$ cat src/rtl/z_det_pkg.sv
// Shared definitions for the z_seq_detector slice: state encodings,
// the state type and the recognised pattern.
package z_det_pkg;

  typedef logic [2:0] state_t;

  localparam state_t IDLE  = 3'b000;
  localparam state_t G1    = 3'b001;
  localparam state_t G10   = 3'b010;
  localparam state_t G101  = 3'b011;
  localparam state_t G1011 = 3'b100;

  // Documentation only: the FSM transitions below are hand-coded for 1-0-1-1.
  localparam logic [3:0] PATTERN = 4'b1011;

endpackage

$ cat src/rtl/z_seq_detector_sat_counter.sv
// Saturating up-counter with synchronous clear, used for the match count.
module sat_counter #(
  parameter int CNT_W = 8
) (
  input  logic             clk,
  input  logic             rst_n,
  input  logic             clr,
  input  logic             inc,
  output logic [CNT_W-1:0] count
);

  localparam logic [CNT_W-1:0] CNT_MAX = {CNT_W{1'b1}};

  logic [CNT_W-1:0] count_reg;

  always_ff @(posedge clk or negedge rst_n) begin
    if (!rst_n) begin
      count_reg <= '0;
    end else if (clr) begin
      count_reg <= '0;
    end else if (inc && (count_reg != CNT_MAX)) begin
      count_reg <= count_reg + 1'b1;
    end
  end

  assign count = count_reg;

endmodule

$ cat src/rtl/z_seq_detector.sv
// Serial 1-0-1-1 detector on the decoder's z stream with match pulse and
// saturating match count. Z_DET_OVERLAP_EN selects overlapping detection.
module z_seq_detector
  import z_det_pkg::*;
#(
  parameter int CNT_W = 8
) (
  input  logic             clk,
  input  logic             rst_n,
  input  logic             z_valid,
  input  logic             z,
  input  logic             clear,
  output logic             match,
  output logic [CNT_W-1:0] match_count,
  output logic [2:0]       state_code
);

  state_t state_reg;
  state_t state_next;
  logic   match_reg;
  logic   accept;

  always_comb begin
    state_next = state_reg;
    accept     = 1'b0;
    if (clear) begin
      state_next = IDLE;
    end else begin
      case (state_reg)
        IDLE:  if (z_valid) state_next = z ? G1 : IDLE;
        G1:    if (z_valid) state_next = z ? G1 : G10;
        G10:   if (z_valid) state_next = z ? G101 : IDLE;
        G101: begin
          if (z_valid) begin
            state_next = z ? G1011 : G10;
            accept     = z;
          end
        end
`ifdef Z_DET_OVERLAP_EN
        G1011: if (z_valid) state_next = z ? G1 : G10;
`else
        G1011: if (z_valid) state_next = z ? G1 : IDLE;
`endif
        // Illegal encodings recover unconditionally, without a match.
        default: state_next = IDLE;
      endcase
    end
  end

  always_ff @(posedge clk or negedge rst_n) begin
    if (!rst_n) begin
      state_reg <= IDLE;
      match_reg <= 1'b0;
    end else begin
      state_reg <= state_next;
      match_reg <= accept;
    end
  end

  sat_counter #(
    .CNT_W (CNT_W)
  ) u_sat_counter (
    .clk   (clk),
    .rst_n (rst_n),
    .clr   (clear),
    .inc   (accept),
    .count (match_count)
  );

  assign match      = match_reg;
  assign state_code = state_reg;

endmodule

$ cat config.mk
export PLATFORM = sky130hd
export DESIGN_NAME = z_seq_detector
export DESIGN_NICKNAME = d
export VERILOG_FILES = /design/src/rtl/z_det_pkg.sv /design/src/rtl/z_seq_detector_sat_counter.sv /design/src/rtl/z_seq_detector.sv
export SDC_FILE = /design/constraint.sdc
export NUM_CORES = 1
export LEC_CHECK = 0
export BUFFER_PORTS_ARGS = -buffer_cell sky130_fd_sc_hd__buf_2
export CAP_MARGIN = 20
export CORE_MARGIN = 3
export CORE_UTILIZATION = 46
export CTS_BUF_LIST = sky130_fd_sc_hd__clkbuf_2 sky130_fd_sc_hd__clkbuf_4 sky130_fd_sc_hd__clkbuf_8
export CTS_CLUSTER_SIZE = 14
export DETAILED_ROUTE_END_ITERATION = 10
export GPL_TIMING_DRIVEN = 0
export PLACE_DENSITY = 0.71
export REMOVE_ABC_BUFFERS = 1
export SYNTH_ARGS = -nofsm -noshare
export SYNTH_HDL_FRONTEND = slang
export SYNTH_HIERARCHICAL = 1
export SYNTH_SLANG_ARGS = --single-unit
$ cat constraint.sdc
create_clock -name clk -period 1.95 [get_ports clk]
set_input_delay 0.0975 -clock clk [delete_from_list [all_inputs] [get_ports clk]]
set_output_delay 0.0975 -clock clk [all_outputs]
set_load 0.05 [all_outputs]
==> results of run 1 <==
-- worst max-delay path by stage --
stage / to / cells past startpoint / from
CTS: u_sat_counter/count[7] / 5 / state_code[0]
detailed placement: u_sat_counter/count[7] / 5 / state_code[0]
finish: u_sat_counter/count[0] / 5 / state_code[0]
global placement: u_sat_counter/count[7] / 5 / state_code[0]
global route: u_sat_counter/count[0] / 5 / state_code[0]
floorplan: u_sat_counter/count[7] / 5 / state_code[0]
-- where the power goes --
part / internal, uW / total, uW / switching, uW
Sequential: 250 / 253 / 2.24
Clock: 71.3 / 142 / 70.7
Combinational: 10.0 / 31.1 / 21.1
-- placed cells by master, fill, tap and decap left out, types with 3 or more instances in the layout --
cell	count
dfrtp_1	12
nor2b_1	3
nor2_1	3
nor3_1	4
clkbuf_4	3
nand2b_1	3
a21oi_1	6
inv_1	3
nand3_1	3
buf_2	16
-- layout make-up --
cell class              count  share of cell area [%]
multi-input cells          51                   43.06
inverters                   3                   1.404
flip-flops and latches     12                   37.44
repair buffers             19                   13.10
well taps                  14                   2.184
clock buffers               3                   2.808
-- cell families after synthesis --
family | after synthesis | synth area share, %
AO/OA/AOI/OAI | 15 | 14.37
adder cells (fa/ha/maj) | 1 | 1.915
buffers and inverters | 5 | 3.064
flip-flops | 12 | 45.98
multiplexers | 3 | 4.981
AND/OR/NAND/NOR | 32 | 29.70
-- stage by stage --
stage | util, % | hold WS [ns] | power [uW] | instance area, sq um | cells
after floorplan | - | -0.1981 | 270.1 | 644.4 | 66
after global placement | 61.01 | -0.01323 | 286.3 | 742.0 | 96
after detailed placement | 61.01 | -0.01266 | 286.7 | 742.0 | 96
after CTS | 64.09 | 0.1378 | 431.0 | 779.5 | 100
after global routing | 65.95 | 0.1529 | 445.2 | 802.0 | 102
final | 65.95 | 0.1352 | 425.8 | 802.0 | 102
-- per-layer routing --
layer | vias to the layer above | share of wire, % | track usage, %
met4 | 0 | 0 | 1.807
met1 | 273 | 49 | 20.20
met5 | - | 0 | 0
met3 | 0 | 6.5 | 6.224
met2 | 15 | 45 | 20.64
li1 | 291 | - | -
-- repair_timing --
action / 4_1_cts / 5_1_grt
endpoints found under the setup margin: 4 / 2
hold buffers: 1 / 0
endpoints found under the hold margin: 12 / 0
resized for setup: 1 / 2
setup buffers: 0 / 2
gates cloned: 0 / 0
pin swaps: 0 / 1
-- worst max-delay path: cells and delay by family, from the launching register on --
family                 cells  cell delay [ns]
buffers and inverters      1             0.17
DFF                        1             0.43
AOI/OAI and AO/OA          1             0.26
muxes                      1             0.37
and+or+nand+nor            2             0.48
==> impl_summary.txt, run 1 <==
----------------------------------------------------
[Synth]
  Mean instance size in the synthesized netlist ... 9.605 sq um
  Top area cells in the synthesized netlist ... dfrtp_1, a21oi_1, nor3_1
  Predominant post-synthesis flop cell ... dfrtp_1
  Number of flip-flops and latches in the synthesized netlist ... 12
  Number of enable-type register cells in the synthesized netlist ... 0
  Share of the synthesized area in the top cell type ... 45.98%
  Post-synth ARST share ... 100.0%
  Distinct cell type count of the synthesized netlist ... 32
  Leading post-synthesis cells by instance count ... dfrtp_1, a21oi_1, nor3_1
  Total of warnings raised by yosys ... 6
  Cells after Synth ... 68
  Fraction of the yosys area taken by sequential cells ... 45.98%
  Post-Synthesis Cell Area ... 653.1 sq um
  Leading cell type by number of instances after synthesis ... dfrtp_1
  Post-synth top area cell ... dfrtp_1

[Drt]
  Via count ... 579
  Count of routing violations after the opening detailed-route iteration ... 10
  Final routed wirelength across all metal layers ... 1.333 mm
  Via-to-Cell Ratio ... 5.676
  Post-route DRC violation count ... 0
  Antenna Nets Post-Route ... 0
  Detailed-router iteration count before antenna repair ... 4
  Routed wire length per instance ... 13.07 microns

[Timing]
  Endpoints failing setup ... 0
  Unrepaired setup endpoints after global routing ... false
  Worst clock skew on the final layout ... 0.002229 ns
  Least setup slack across all paths after layout ... 0.1357 ns
  Final Critical Period ... 1.814 ns
  Final Hold Violating Endpoints ... 0
  Final cycle utilization of the critical path ... 93.04%
  Maximum clock rate ... 0.5512 GHz
  Number of max-slew violations in the final report ... 0
  Worst max-slew margin expressed relative to the limit ... 77.50%
  TNS Setup ... 0 ns
  Transition time at the pin with the least slew margin ... 0.3366 ns

[Global route]
  Vias in the first global route ... 501
  Global Route Usage Sum ... 14.27%
  Maximum number of pins on one net before global-route repair ... 16
  Overflow left after global routing ... 0
  Global-route wire length before repair ... 2.076 mm
  Antenna violations before repair ... 0

[Worst setup path]
  Worst path required time ... 2.10 ns
  CP Data Arrival Time ... 1.97 ns
  Worst reg2reg endpoint ... u_sat_counter/count[0]
  Startpoint kind of the worst setup timing path ... flop
  Critical path capture point type ... flop
  Setup slack, reg-to-reg ... 0.14 ns
  Largest fanout of any net on the critical path ... 7
  Worst r2r path cells ... 5
  Crit path max-delay cell type ... dfrtp_1
  Worst reg2reg path startpoint ... state_code[0]
  Cell Chain, Critical Path ... nand4_1, nor3_4, buf_4, a21boi_1, mux2_2
  Critical Path Max Stage Delay ... 0.43 ns
  Worst setup path category ... flop to flop

[Power and ir drop]
  Power per cell area ... 530.9 mW/mm^2
  IR Drop Worst-Case VDD ... 0.0003892 V
  Static Leak ... 0.0003726 uW

[Min path]
  Worst min-delay path startpoint ... z_valid
  Class of the tightest hold or removal check ... input pin to flop
  Worst min-delay path endpoint ... state_code[1]
  Cell count of the worst hold path ... 3

[Job]
  Max Cap Violations ... 0

[Clock tree]
  Skew-Pair Late Insertion Delay ... 0.26 ns
  CTS clock-pin slew for the worst setup and hold paths ... 0.07 ns
  H-tree level count ... 1
  Clock tree sinks ... 12
  Clock tree from TritonCTS ... built
  TritonCTS Buffers ... 3
  Clock Tree Buf Depth ... 2
  Root buffer cell ... clkbuf_4

[Run status]
  Result of the run ... completed

[Floorplan]
  Core region area ... 0.001216 sq mm
  Number of core rows ... 12
  Num ports ... 17
  Die Width ... 43.68 microns
  Overall die area ... 0.001908 sq mm
  Initial standard-cell utilization of the core ... 53.70%
  Die span in y ... 43.68 microns

[Final layout]
  Share of layout cells above drive strength 1 ... 30.68%
  Largest register FFs ... 8
  Number of fill cells ... 96
  Antenna fix cells ... 0
  Layout area overhead ... 22.80%
  Combined area of the multi-input logic cells ... 345.3 sq um
  Number of nets in the layout ... 96
  Seq. cell area ... 300.3 sq um

[Place]
  Worst setup slack before clock tree synthesis ... -0.2413 ns
  GPL Wtd Cong ... 0.8041
  DP Wirelength ... 927.3 microns
  Count of input and output buffers ... 16

----------------------------------------------------
(Power assumes the default switching activity.)
==> inputs of run 2 (changes only) <==
--- a/config.mk
+++ b/config.mk
@@ -5,6 +5,7 @@
 export SDC_FILE = /design/constraint.sdc
 export NUM_CORES = 1
 export LEC_CHECK = 0
+export ABC_AREA = 1
 export BUFFER_PORTS_ARGS = -buffer_cell sky130_fd_sc_hd__buf_2
 export CAP_MARGIN = 20
 export CORE_MARGIN = 3
@@ -13,7 +14,7 @@
 export CTS_CLUSTER_SIZE = 14
 export DETAILED_ROUTE_END_ITERATION = 10
 export GPL_TIMING_DRIVEN = 0
-export PLACE_DENSITY = 0.71
+export PLACE_DENSITY = 0.7
 export REMOVE_ABC_BUFFERS = 1
 export SYNTH_ARGS = -nofsm -noshare
 export SYNTH_HDL_FRONTEND = slang
==> run 2 against run 1 <==
Against the previous run:
- critical path depth grew 4
- sequential power rose by 6%
- largest power group unchanged
- count of clock-buffer cells in the layout increased by 1
- critical path type unchanged
- synthesized cell count up 51%
==> impl_summary.txt, run 2 <==
----------------------------------------------------
[Worst setup path]
  Worst r2r path cells ... 9 (was 5)
  Critical path capture point type ... flop (unchanged)
  Worst path required time ... 2.12 ns (was 2.10 ns)
  Setup slack, reg-to-reg ... 0.36 ns (was 0.14 ns)
  Cell Chain, Critical Path ... nand2_1, nor2_1, nand3_1, inv_1, inv_1, a21oi_1, nand3_1, nand2_1, inv_1 (was nand4_1, nor3_4, buf_4, a21boi_1, mux2_2)
  Crit path max-delay cell type ... dfrtp_1 (unchanged)
  Worst setup path category ... flop to flop (unchanged)
  Worst reg2reg endpoint ... u_sat_counter/count[7] (was u_sat_counter/count[0])
  Critical Path Max Stage Delay ... 0.43 ns (about the same)
  Startpoint kind of the worst setup timing path ... flop (unchanged)
  Worst reg2reg path startpoint ... state_code[0] (unchanged)
  CP Data Arrival Time ... 1.76 ns (was 1.97 ns)
  Most repeated library cell on the critical path ... inv_1
  Largest fanout of any net on the critical path ... 6 (was 7)

[Synth]
  XOR/XNOR Fraction of Synth Area ... 0% (unchanged)
  Share of cell area taken by muxes after synthesis ... 0% (was 4.981%)
  Post-Synthesis Cell Area ... 718.2 sq um (was 653.1 sq um)
  Post-synth top area cell ... dfrtp_1 (unchanged)
  Mean instance size in the synthesized netlist ... 6.973 sq um (was 9.605 sq um)
  Adder and majority gate portion of the synthesized area ... 1.742% (was 1.916%)
  Post-synth ARST share ... 100.0% (unchanged)
  Number of flip-flops and latches in the synthesized netlist ... 12 (unchanged)
  Compound-cell area share of the yosys netlist ... 10.10% (was 14.37%)
  Total of warnings raised by yosys ... 6 (unchanged)
  Predominant post-synthesis flop cell ... dfrtp_1 (unchanged)
  Main combinational cell family by area after synthesis ... simple AND/OR/NAND/NOR gates (unchanged)
  Basic-gate share of the synthesized area counting and, or, nand and nor cells ... 37.28% (was 29.69%)
  Cells after Synth ... 103 (was 68)
  Leading cell type by number of instances after synthesis ... nand2_1 (was dfrtp_1)
  Distinct cell type count of the synthesized netlist ... 16 (was 32)
  Number of enable-type register cells in the synthesized netlist ... 0 (unchanged)
  Top area cells in the synthesized netlist ... dfrtp_1, nand2_1, nand3_1 (was dfrtp_1, a21oi_1, nor3_1)
  Share of the synthesized area in the top cell type ... 41.81% (was 45.98%)
  Fraction of the yosys area taken by sequential cells ... 41.81% (was 45.98%)
  Leading post-synthesis cells by instance count ... nand2_1, inv_1, dfrtp_1, nand3_1, nor2_1 (was dfrtp_1, a21oi_1, nor3_1)

[Clock tree]
  TritonCTS Buffers ... 3 (unchanged)
  CTS clock-pin slew for the worst setup and hold paths ... 0.08 ns (was 0.07 ns)
  Root buffer cell ... clkbuf_4 (unchanged)
  H-tree level count ... 1 (unchanged)
  Clock Tree Buf Depth ... 2 (unchanged)
  Clock tree from TritonCTS ... built (unchanged)
  Clock tree sinks ... 12 (unchanged)
  Total setup buffers inserted after CTS ... 0 (unchanged)
  Skew-Pair Late Insertion Delay ... 0.26 ns (about the same)

[Final layout]
  Number of nets in the layout ... 131 (was 96)
  Layout area overhead ... 20.21% (was 22.80%)
  Commonest non-fill, non-tap cells in the layout ... nand2_1, buf_2, inv_1 (was buf_2, dfrtp_1, a21oi_1)
  Largest register FFs ... 8 (unchanged)
  Number of fill cells ... 140 (was 96)
  Leading cell type in the layout, fill and taps excluded ... nand2_1 (was buf_2)
  Share of layout cells above drive strength 1 ... 22.58% (was 30.68%)
  Antenna fix cells ... 0 (unchanged)

[Timing]
  Transition time at the pin with the least slew margin ... 0.4165 ns (was 0.3366 ns)
  Final Critical Period ... 1.592 ns (was 1.814 ns)
  TNS Setup ... 0 ns (unchanged)
  Final cycle utilization of the critical path ... 81.64% (was 93.04%)
  Worst clock skew on the final layout ... 0.002647 ns (was 0.002229 ns)
  Least setup slack across all paths after layout ... 0.3581 ns (was 0.1357 ns)
  Maximum clock rate ... 0.6282 GHz (was 0.5512 GHz)
  Worst max-slew margin expressed relative to the limit ... 72.24% (was 77.50%)
  Endpoints failing setup ... 0 (unchanged)
  Unrepaired setup endpoints after global routing ... false (unchanged)
  Final Hold Violating Endpoints ... 0 (unchanged)
  Number of max-slew violations in the final report ... 0 (unchanged)

[Floorplan]
  Die span in y ... 45.52 microns (was 43.68 microns)
  Number of core rows ... 13 (was 12)
  Overall die area ... 0.002072 sq mm (was 0.001908 sq mm)
  Die Width ... 45.52 microns (was 43.68 microns)
  Core region area ... 0.001383 sq mm (was 0.001216 sq mm)
  Num ports ... 17 (unchanged)
  Initial standard-cell utilization of the core ... 51.95% (was 53.70%)

[Place]
  GPL Wtd Cong ... 0.8280 (was 0.8041)
  Worst setup slack before clock tree synthesis ... 0.3984 ns (was -0.2413 ns)
  Count of input and output buffers ... 16 (unchanged)
  DP Wirelength ... 1.133 mm (was 927.3 microns)

[Min path]
  Class of the tightest hold or removal check ... input pin to flop (unchanged)
  Cell count of the worst hold path ... 3 (unchanged)
  Worst min-delay path startpoint ... z_valid (unchanged)
  Worst min-delay path endpoint ... state_code[2] (was state_code[1])

[Power and ir drop]
  IR Drop Worst-Case VDD ... 0.0003440 V (was 0.0003892 V)
  Power per cell area ... 621.6 mW/mm^2 (was 530.9 mW/mm^2)
  Design Power ... 536.7 uW (was 425.8 uW)
  Static Leak ... 0.0004795 uW (was 0.0003726 uW)

[Drt]
  Count of routing violations after the opening detailed-route iteration ... 16 (was 10)
  Via-to-Cell Ratio ... 5.007 (was 5.676)
  Via count ... 696 (was 579)
  Routed wire length per instance ... 10.71 microns (was 13.07 microns)
  Detailed-router iteration count before antenna repair ... 4 (unchanged)
  Antenna Nets Post-Route ... 0 (unchanged)
  Final routed wirelength across all metal layers ... 1.489 mm (was 1.333 mm)
  Post-route DRC violation count ... 0 (unchanged)

[Global route]
  Antenna violations before repair ... 0 (unchanged)
  Global Route Usage Sum ... 17.09% (was 14.27%)
  Overflow left after global routing ... 0 (unchanged)
  Maximum number of pins on one net before global-route repair ... 13 (was 16)
  Vias in the first global route ... 598 (was 501)
  Global-route wire length before repair ... 2.566 mm (was 2.076 mm)

[Run status]
  Result of the run ... completed (unchanged)

[Job]
  Max Cap Violations ... 0 (unchanged)

----------------------------------------------------
-- run 2: through the flow --
stage | utilization (%) | instances | area (sq um) | hold WS [ns]
after floorplan | - | 103 | 718.2 | -0.1981
after global placement | 59.10 | 134 | 817.0 | -0.007057
after detailed placement | 59.10 | 134 | 817.0 | -0.005058
after CTS | 62.44 | 139 | 863.3 | 0.09674
after global routing | 62.44 | 139 | 863.3 | 0.1040
final | 62.44 | 139 | 863.3 | 0.1029
-- run 2: worst max path at each step --
| stage | startpoint | end | slack, ns |
|---|---|---|---|
| finish | state_code[0] | u_sat_counter/count[7] | 0.36 |
| global route | state_code[0] | u_sat_counter/count[7] | 0.18 |
| CTS | state_code[0] | u_sat_counter/count[7] | 0.38 |
| detailed placement | state_code[0] | u_sat_counter/count[7] | 0.40 |
| global placement | state_code[0] | u_sat_counter/count[7] | 0.43 |
| floorplan | state_code[0] | u_sat_counter/count[7] | 0.29 |
-- run 2: repair_timing --
item                                   4_1_cts  5_1_grt
hold buffers                                 1        0
endpoints found under the hold margin       12        0
resized for setup                            0        0
-- run 2: area by class of cell --
| class | count | area (sq um) | area share [%] |
|---|---|---|---|
| sequential | 12 | 300.3 | 34.78 |
| inverter | 16 | 65.06 | 7.536 |
| timing repair buffer | 17 | 90.09 | 10.43 |
| clock buffer | 4 | 36.28 | 4.203 |
| multi-input combinational | 75 | 352.8 | 40.87 |
| tap | 15 | 18.77 | 2.174 |
-- run 2: report_power, final --
part	internal, uW	leakage (uW)	switching (uW)	total [uW]
sequential	256	0.000163	10.9	267
combinational	20.9	0.000295	55.8	76.7
clock	113	0.0000210	80.2	193
-- run 2: worst max-delay path, delay by kind of cell (launching register included) --
kind                   cells  cell delay, ns
AO/OA/AOI/OAI              1            0.34
buffers and inverters      3            0.23
flip-flops                 1            0.43
AND/OR/NAND/NOR            5            0.47
-- run 2: cell families (layout without fill, tap and decap cells) --
logic type | after synthesis | after routing
compound gates | 12 | 12
fa+ha+maj | 1 | 1
buf+inv | 16 | 37
flops | 12 | 12
simple gates | 62 | 62
-- run 2: metal layers --
metal	vias up	global-route usage [%]	routed length, microns
li1	364	-	-
met1	312	24.44	771
met2	18	24.79	630
met3	2	2.372	74
met4	0	8.772	13
met5	-	0	0
